===== src/rtl/dmem_req_ctrl.sv =====
// Data-memory request controller: issues one load/store at a time to a valid/yumi memory port,
// stalls the pipeline until it completes, and flags protocol violations.
module dmem_req_ctrl #(
  parameter int unsigned data_width_p = 32,
  parameter int unsigned addr_width_p = 12
) (
  input  logic                      clk,
  input  logic                      n_reset,
  input  logic                      mem_op_v_i,
  input  logic                      is_store_i,
  input  logic                      is_byte_i,
  input  logic [data_width_p-1:0]   addr_i,
  input  logic [data_width_p-1:0]   store_data_i,
  // {read_data, valid, yumi}
  input  logic [data_width_p+1:0]   from_mem_i,
  // {write_data, valid, wen, byte_not_word, yumi}
  output logic [data_width_p+3:0]   to_mem_o,
  output logic [addr_width_p-1:0]   mem_addr_o,
  output logic                      stall_o,
  output logic                      done_o,
  output logic [data_width_p-1:0]   load_data_o,
  output logic                      err_o
);

  typedef enum logic [1:0] {
    DMEM_IDLE,
    DMEM_REQ_SENT,
    DMEM_REQ_ACKED
  } dmem_req_state_e;

  dmem_req_state_e state_q;
  logic            err_q;

  logic [data_width_p-1:0] read_data;
  logic                    rd_valid;
  logic                    mem_yumi;
  logic                    req_valid;
  logic                    accept;
  logic                    load_take;
  logic                    done;
  logic                    err_set;
  logic                    unused_addr;

  assign read_data   = from_mem_i[data_width_p+1:2];
  assign rd_valid    = from_mem_i[1];
  assign mem_yumi    = from_mem_i[0];
  assign unused_addr = ^addr_i[data_width_p-1:addr_width_p];

  always_comb begin
    req_valid = n_reset &&
                ((state_q == DMEM_IDLE && mem_op_v_i) || state_q == DMEM_REQ_SENT);
    accept    = req_valid && mem_yumi;
    // A load consumes read data either on acceptance or later while acknowledged.
    load_take = n_reset &&
                ((accept && !is_store_i && rd_valid) || (state_q == DMEM_REQ_ACKED && rd_valid));
    done      = (accept && is_store_i) || load_take;
    err_set   = (rd_valid && !load_take) ||
                (mem_yumi && !req_valid) ||
                (!mem_op_v_i && state_q != DMEM_IDLE);
  end

  always_ff @(posedge clk or negedge n_reset) begin
    if (!n_reset) begin
      state_q <= DMEM_IDLE;
      err_q   <= 1'b0;
    end else begin
      if (err_set) err_q <= 1'b1;
      unique case (state_q)
        DMEM_IDLE, DMEM_REQ_SENT: begin
          if (accept) begin
            state_q <= (is_store_i || rd_valid) ? DMEM_IDLE : DMEM_REQ_ACKED;
          end else if (req_valid) begin
            state_q <= DMEM_REQ_SENT;
          end
        end
        DMEM_REQ_ACKED: begin
          if (rd_valid) state_q <= DMEM_IDLE;
        end
        default: state_q <= DMEM_IDLE;
      endcase
    end
  end

  always_comb begin
    to_mem_o = '0;
    if (req_valid) begin
      to_mem_o[data_width_p+3:4] = store_data_i;
      to_mem_o[3]                = 1'b1;
      to_mem_o[2]                = is_store_i;
      to_mem_o[1]                = is_byte_i;
    end
    to_mem_o[0] = load_take;

    load_data_o = '0;
    if (load_take) begin
      load_data_o = is_byte_i ? {{(data_width_p-8){1'b0}}, read_data[7:0]} : read_data;
    end
  end

  assign mem_addr_o = addr_i[addr_width_p-1:0];
  assign done_o     = done;
  assign stall_o    = n_reset && (mem_op_v_i || state_q != DMEM_IDLE) && !done;
  assign err_o      = err_q;

endmodule


===== config.mk =====
export PLATFORM = sky130hd
export DESIGN_NAME = dmem_req_ctrl
export DESIGN_NICKNAME = d
export VERILOG_FILES = /design/src/rtl/dmem_req_ctrl.sv
export SDC_FILE = /design/constraint.sdc
export NUM_CORES = 1
export LEC_CHECK = 0
export CORE_UTILIZATION = 18
export CTS_BUF_LIST = sky130_fd_sc_hd__clkbuf_2 sky130_fd_sc_hd__clkbuf_4 sky130_fd_sc_hd__clkbuf_8
export CTS_CLUSTER_SIZE = 30
export DETAILED_ROUTE_END_ITERATION = 6
export GPL_TIMING_DRIVEN = 0
export PLACE_DENSITY = 0.81
export REMOVE_ABC_BUFFERS = 1
export SYNTH_ARGS = -nofsm -noshare
export SYNTH_HDL_FRONTEND = slang
export SYNTH_SLANG_ARGS = --single-unit

===== constraint.sdc =====
create_clock -name clk -period 1.5 [get_ports clk]
set_input_delay 0.375 -clock clk [delete_from_list [all_inputs] [get_ports clk]]
set_output_delay 0.375 -clock clk [all_outputs]
set_load 0.05 [all_outputs]

=== Word level (Yosys, flattened, before mapping) ===
Cells that the tools add are included.

* Bits of input ports: 103
* Output and inout port bits: 83
* Register bits: 3
* Logic and storage cells: 43

* Muxes and demuxes: 8
* Reductions and logical operators: 29
* Eq/ne operators: 4

{| class="wikitable"
|+ Operator list
! kind !! number
|-
| $mux W32 || 2
|-
| $mux W35 || 1
|-
| $logic_and A1 B1 Y1 || 13
|-
| $mux W2 || 4
|-
| $logic_or A1 B1 Y1 || 7
|-
| $logic_not A1 Y1 || 5
|-
| $pmux W2 S2 || 1
|-
| $ne A3 B3 Y1 const B || 1
|-
| $eq A2 B1 Y1 const B || 1
|-
| $eq A2 B2 Y1 const B || 1
|-
| $logic_not A2 Y1 || 1
|-
| $ne A2 B2 Y1 const B || 1
|-
| $reduce_and A2 Y1 || 1
|-
| $reduce_bool A2 Y1 || 1
|-
| $reduce_or A2 Y1 || 1
|}

=== Depth between registers and ports, before layout ===
Gate-level depths: netlist of run 1.

* Word-level depth: 13
* Mapped depth: 6
* Depth with buffers taken out: 3

=== Least setup slack after synthesis of run 1 ===
Ideal clock, no wire load.

* Path type: reg-to-output
* Start: register state_q[1]
* End: output done_o
* Path buffers: 2
* Slack: -0.579 ns
* Data required time: 1.125 ns
* Cell stages (with the launch flop): 6
* Data arrival time: 1.704 ns
* Path through: dfrtp_1 buf_4 nor2b_1 buf_2 a41oi_1 a21oi_1

* Cells in the longest elaborated chain, start to end: 10
* Elaborated cells on any way between the ends: 14
* Those cells by class: eq/ne: 2; reduce/logical: 12

{| class="wikitable"
|+ Ends and longest elaborated chain
! what !! RTL line !! RTL
|-
| from (decl) || 31 || <nowiki>dmem_req_state_e state_q;</nowiki>
|-
| from (signal assigned) || 71 || <nowiki>state_q <= (is_store_i || rd_valid) ? DMEM_IDLE : DMEM_REQ_ACKED;</nowiki>
|-
| $logic_not A2 Y1 || 51 || <nowiki>((state_q == DMEM_IDLE && mem_op_v_i) || state_q == DMEM_REQ_SENT);</nowiki>
|-
| $logic_and A1 B1 Y1 || 51 ||
|-
| $logic_or A1 B1 Y1 || 51 ||
|-
| $logic_and A1 B1 Y1 || 50 || <nowiki>req_valid = n_reset &&</nowiki>
|-
| $logic_and A1 B1 Y1 || 52 || <nowiki>accept = req_valid && mem_yumi;</nowiki>
|-
| $logic_and A1 B1 Y1 (2 in a row) || 55 || <nowiki>((accept && !is_store_i && rd_valid) || (state_q == DMEM_REQ_ACKED && rd_valid));</nowiki>
|-
| $logic_or A1 B1 Y1 || 55 ||
|-
| $logic_and A1 B1 Y1 || 54 || <nowiki>load_take = n_reset &&</nowiki>
|-
| $logic_or A1 B1 Y1 (*) || 56 || <nowiki>done = (accept && is_store_i) || load_take;</nowiki>
|-
| to (decl) || 20 || <nowiki>output logic done_o,</nowiki>
|}

Mark *: on every way between the ends. The rest lies on a longest branch, timed or not.

=== Final worst setup path of run 1 ===
* Start: register state_q[1]
* End: output load_data_o[21]

* Cells in the longest elaborated chain, start to end: 10
* Elaborated cells on any way between the ends: 13
* Those cells by class: eq/ne: 2; mux: 1; reduce/logical: 10

{| class="wikitable"
|+ Ends and longest elaborated chain
! what !! RTL line !! RTL
|-
| $logic_not A2 Y1 || 51 ||
|-
| $logic_and A1 B1 Y1 || 51 ||
|-
| $logic_or A1 B1 Y1 || 51 ||
|-
| $logic_and A1 B1 Y1 || 50 ||
|-
| $logic_and A1 B1 Y1 || 52 ||
|-
| $logic_and A1 B1 Y1 (2 in a row) || 55 ||
|-
| $logic_or A1 B1 Y1 (*) || 55 ||
|-
| $logic_and A1 B1 Y1 (*) || 54 ||
|-
| $mux W32 (*) || 95 || <nowiki>if (load_take) begin</nowiki>
|-
| to (decl) || 21 || <nowiki>output logic [data_width_p-1:0] load_data_o,</nowiki>
|}

Marked as above.

==> metrics.yaml, run 1 <==
endpoint_kind: "primary output"
ys_ff_latch: 3
setup_ws_ps: -445.1
crit_required_ps: 1120
synth-edff-count: 0
diodes: 0
grt_pass1_vias: 2047
synth_top_area_share: 0.2732
avgSynthCellArea_um2: 6.312
die_h_um: 75.96
clkLatencyLatePin_ps: 220
synth_area_um2: 984.7
crit_type: "register to primary output"
dp_hpwl_um: 3335
yosys.area_share.simple: 0.5896
cap_violations: 0
fin_skew_ps: 1.287
hold_class: "input port to register"
total_leakage_power_nw: 1.401
place_ws_ps: -1970
finalWeightedCongestion: 0.7381
grt_start_max_net_pins: 35
synth_mux_area_frac: 0
viasPerCell: 4.960
worst_pin_slew_ps: 482.6
ir_drop_uv: 216.0
grt_usage: 0.2222
cts_tree: "built"
arrival_ps: 1570
period_needed_ps: 1945
power.density_mw_per_mm2: 475.3
coreArea_mm2: 0.005172
yosys_warnings: 0
clockRootBuffer: "clkbuf_8"
drive_gt1_frac: 0.5974
drt_iter0_markers: 57
setup_viol: 70
portBuffers: 141
finalMaxSlewViolations: 0
synth.top_cells.by_area: "and3_1, nand4_1, buf_4"
avgRoutedWirePerCell_um: 17.79
die-area_mm2: 0.005770
start_util: 0.1904
io_pins: 186
num_rows: 26
max_freq_mhz: 514.1
syn_inst: 156
clockBufferDepth: 2
violations: "setup timing"
ys_seq_area_frac: 0.07624
hold_violations: 0
cp-start-kind: "register"
first_pass_iters: 4
synth_top_family_by_area: "simple AND/OR/NAND/NOR gates"
synth_fa_ha_area_frac: 0
syn_to_final_growth_pct: 241.7
grt_overflow: 0
relSlewSlack: 0.6796
synth_area_leader_cell: "and3_1"
yosysUniqueCellTypes: 25
antenna_found_initial: 0
post-route-period-util: 1.297
hold_ws_ps: 437.7
wl_um: 6726
cts_made_buffers: 3
via_count: 1875
path_clk_slew_ps: 30
synthArstFlopShare: 1.000
synthXorXnorAreaFrac: 0
rsz0062_at_grt: "true"
grt_pass1_wl_um: 10240
h-tree-depth: 1
drc: 0
antenna_left: 0
synthFlopType: "dfrtp_1"
outcome: "complete, but fails checks"
die_w_um: 75.96
nNetsFinal: 412
worst-path-max-fanout: 5
clkSinkCount: 3
synth_compound_area_frac: 0.1131
worst max-delay path, stage by stage (launching register included):
cell,delay (ps)
dfrtp_2,430
buf_12,140
buf_12,130
nand2_8,80
clkbuf_16,140
nand4_1,80
nor2_1,170
buf_6,180
report_power, final:
part,switching [W],leakage (nW),internal (W)
registers,0.00000954,0.0320,0.0000872
logic,0.000614,1.34,0.000630
clock network,0.0000587,0.0262,0.000200
total,0.000682,1.40,0.000917
per-layer routing:
metal  share of wire  track usage  up-vias  routed length, um
met5          0.0071      0.06364        -                 48
met4           0.027      0.09808        2                183
met3            0.10      0.09277       18                682
met2            0.52       0.4182      122               3469
met1            0.35       0.2032      860               2341
li1                -            -      873                  -
cell usage in the layout, fill, tap and decap left out:
master           synthesis  routed
clkbuf_4                 0       1
nand3b_1                 1       1
clkbuf_16                0       3
nor2b_1                  3       1
nand4_1                 24      24
buf_2                   12       1
a41oi_1                  1       1
o2bb2ai_1                1       1
buf_12                   0      11
buf_8                    0      25
nor2_2                   0      15
nor2_1                  25       4
clkdlybuf4s15_2          0       3
a211oi_1                 1       1
and3_1                  43      10
buf_4                   18      12
dfrtp_1                  3       1
and3_4                   0      34
nand2_8                  0       2
a21oi_1                  5       5
inv_1                    1       1
nor2b_4                  0       3
a311o_1                  1       1
a21oi_4                  1       2
clkbuf_8                 0       3
dlygate4sd3_1            0       1
dlygate4sd2_1            0       1
or2_4                    0       3
dfrtp_2                  0       2
buf_6                    0      55
o211a_1                  1       1
nor2_4                   0       6
o211ai_1                 1       1
a21o_1                   1       2
o21ba_4                  0       1
clkdlybuf4s50_1          0      64
nand3_1                  2       2
and2_4                   0       2
nand2b_1                 1       1
cell type report:
cell class              instances  area [um^2]
clock buffers                   4        48.80
fillers                       402         1808
inverters                       1        3.754
multi-input cells             124         1069
flip-flops and latches          3        77.57
well taps                      70        87.58
repair buffers                176         2078
flip-flops by register name, indices dropped and copies added, names as in the netlist:
signal   flops
err_o        1
state_q      2
kinds of logic after synthesis:
family	count (synthesis)
DFF	3
and+or+nand+nor	103
AOI/OAI and AO/OA	14
buffers and inverters	36
synthesized netlist by cell type (all sizes together) (2+ instances only):
cell type	instances
clkbuf	5
a21oi	6
nor2b	3
nand3	2
and3	43
buf	30
nor2	25
dfrtp	3
nand4	24
and2	2
stage by stage:
stage               instance area [um^2]  TNS, ps  total power, W  instances  utilization
global route                        3364   -28270        0.001664        378       0.6505
floorplan                          770.7   -57630       0.0005223        121            -
global placement                    2270  -164010       0.0008946        332       0.4388
CTS                                 3136   -23940        0.001505        372       0.6062
detailed placement                  2290  -122870       0.0009109        333       0.4427
finish                              3364   -24970        0.001599        378       0.6505
path summary, 6_finish.rpt:
kind                             from         endpoint  slack [ps]  cells after the start
min reg2reg                     err_o            err_o         530                      1
max                        state_q[1]  load_data_o[21]        -450                      7
max reg2reg                state_q[0]            err_o          40                      5
max in group asynchronous     n_reset       state_q[1]         720                      2
min                           n_reset       state_q[0]         440                      2
min in group asynchronous     n_reset            err_o         610                      2
timing repair:
| item | in CTS | in global routing |
|---|---|---|
| setup buffers | 26 | 4 |
| gates resized for setup | 587 | 46 |
| pin swaps | 30 | 16 |
| hold buffers | 1 | 0 |
| cloned | 8 | 2 |
| endpoints found under the hold margin | 3 | 0 |
| setup endpoints to repair | 73 | 71 |
(Power assumes the default switching activity.)
==> run 2, diff against run 1 <==
SLEW_MARGIN = 5   (was unset)
==> results of run 2 <==
No change in the layout: final DEF, timing and power equal those of run 1.
==> run 3, diff against run 2 <==
MAX_ROUTING_LAYER = met4   (was unset)
==> run 3 against run 2 <==
Net effect: the run still ends with setup timing left; via count rose by 0.91%; setup slack improved by 2.3 ps; die area did not move; worst hold slack got worse by 0.87 ps; non-clock buffer count rose by 1; critical endpoint is now load_data_o[30].
==> metrics.yaml, run 3 (synthesized netlist as in run 1, its figures left out) <==
power_w: 0.001596
viasPerCell: 4.992
drc: 0
max_freq_mhz: 514.7
fill_cells: 404
hold_class: "input port to register"
endpoint_kind: "primary output"
path_common_cell: "buf_6"
multi_input_area_mm2: 0.001064
outcome: "complete, but fails checks"
setup_viol: 70
worst-path-max-fanout: 5
clkSinkCount: 3
hold_start: "n_reset"
clkLatencyLatePin_ps: 220
mostFrequentLayoutCell: "clkdlybuf4s50_1"
cap_violations: 0
critPathSlowestCell: "dfrtp_2"
finalMaxSlewViolations: 0
total_leakage_power_nw: 1.406
cts_made_buffers: 3
post-route-period-util: 1.295
die-area_mm2: 0.005770
ir_drop_uv: 215.9
use_met2: 0.4182
grt_usage: 0.2285
hold_violations: 0
cp_num_buf_inv: 3
clockRootBuffer: "clkbuf_8"
finalWeightedCongestion: 0.7472
worst_pin_slew_ps: 482.9
rsz0062_at_grt: "true"
io_pins: 186
antenna_found_initial: 0
grt_overflow: 0
relSlewSlack: 0.6794
top_register: "state_q"
setup_ws_ps: -442.8
power.density_mw_per_mm2: 474.1
crit_family: "flip-flops"
h-tree-depth: 1
first_pass_iters: 4
die_h_um: 75.96
diodes: 0
hold_ws_ps: 436.9
busiest_layer: "met2"
grt_start_max_net_pins: 35
critical_path.cell_chain: "o21ba_4, a21oi_4, clkbuf_16, buf_6, nor2_2, buf_6"
met1_usage: 0.2090
mostFrequentLayoutCells: "clkdlybuf4s50_1, buf_6, and3_4"
via_count: 1892
period_needed_ps: 1943
setup_tns_ps: -24980
portBuffers: 141
clockBufferDepth: 2
nNetsFinal: 413
drt_iter0_markers: 38
cp-start-kind: "register"
crit_required_ps: 1120
hold_end: "state_q[0]"
wl_um: 6643
arrival_ps: 1570
seqCellArea_um2: 77.57
syn_to_final_growth_pct: 241.9
path_clk_slew_ps: 30
grt_pass1_wl_um: 10250
start_util: 0.1904
r2r-end: "err_o"
cts_tree: "built"
antenna_left: 0
crit_type: "register to primary output"
num_rows: 26
reg2regPathDepth: 5
largest_reg_flops: 2
grt_use_met3: 0.09157
hold_depth: 2
drive_gt1_frac: 0.5922
grt_pass1_vias: 2045
violations: "setup timing"
worstReg2RegStart: "state_q[0]"
die_w_um: 75.96
dp_hpwl_um: 3335
r2r_slack_ps: 40
avgRoutedWirePerCell_um: 17.53
slowest_delay_ps: 440
final_cell_area_mm2: 0.003367
dpl_cell_area_mm2: 0.002290
fin_skew_ps: 1.528
coreArea_mm2: 0.005172
-- run 3: cell count changes in the layout (fill, tap and decap cells not counted), sizes merged --
cell / delta
buf: +1
-- run 3: metal layers --
metal,part of all wire,up-vias
met4,0.029,0
met2,0.52,131
met1,0.35,870
met3,0.099,16
met5,0,-
li1,-,875
-- run 3: final cells by class --
type                    instances  share of cell area
inverters                       1            0.001115
well taps                      70             0.02601
multi-input cells             124              0.3159
flip-flops and latches          3             0.02304
clock buffers                   4             0.01449
repair buffers                177              0.6195
-- run 3: through the flow --
stage / std cells / setup WS [ps] / util
after floorplan: 121 / -1278 / -
after global placement: 332 / -2543 / 0.4388
after detailed placement: 333 / -1970 / 0.4427
after CTS: 372 / -473.8 / 0.6062
after global routing: 379 / -504.7 / 0.6509
final: 379 / -442.8 / 0.6509
-- run 3: worst reg2reg max path, cell delays in order (launching register included) --
cell and delay [ps]:
dfrtp_2 440, buf_12 160, buf_4 140, o2bb2ai_1 150, a21oi_1 110, a311o_1 340
-- run 3: worst max path at each step --
stage,start,endpoint,slack [ps],cells past startpoint
finish,state_q[0],load_data_o[30],-440,6
CTS,mem_op_v_i,load_data_o[11],-470,7
floorplan,state_q[1],done_o,-1280,3
global placement,n_reset,done_o,-2540,5
detailed placement,n_reset,load_data_o[17],-1970,5
global route,state_q[0],load_data_o[11],-500,6
-- run 3: power by group --
part	switching [W]	total (W)	leakage, nW	internal [W]
sequential	0.00000963	0.0000968	0.0320	0.0000872
combinational	0.000610	0.00124	1.35	0.000631
clock	0.0000595	0.000259	0.0262	0.000200
total	0.000679	0.00160	1.41	0.000918
-- run 3: timing repair --
action,CTS,global route
endpoints found under the hold margin,3,0
cloned,8,2
endpoints found under the setup margin,73,71
resized for setup,587,44
pin swaps,30,15
hold buffers,1,0
buffers inserted,26,5
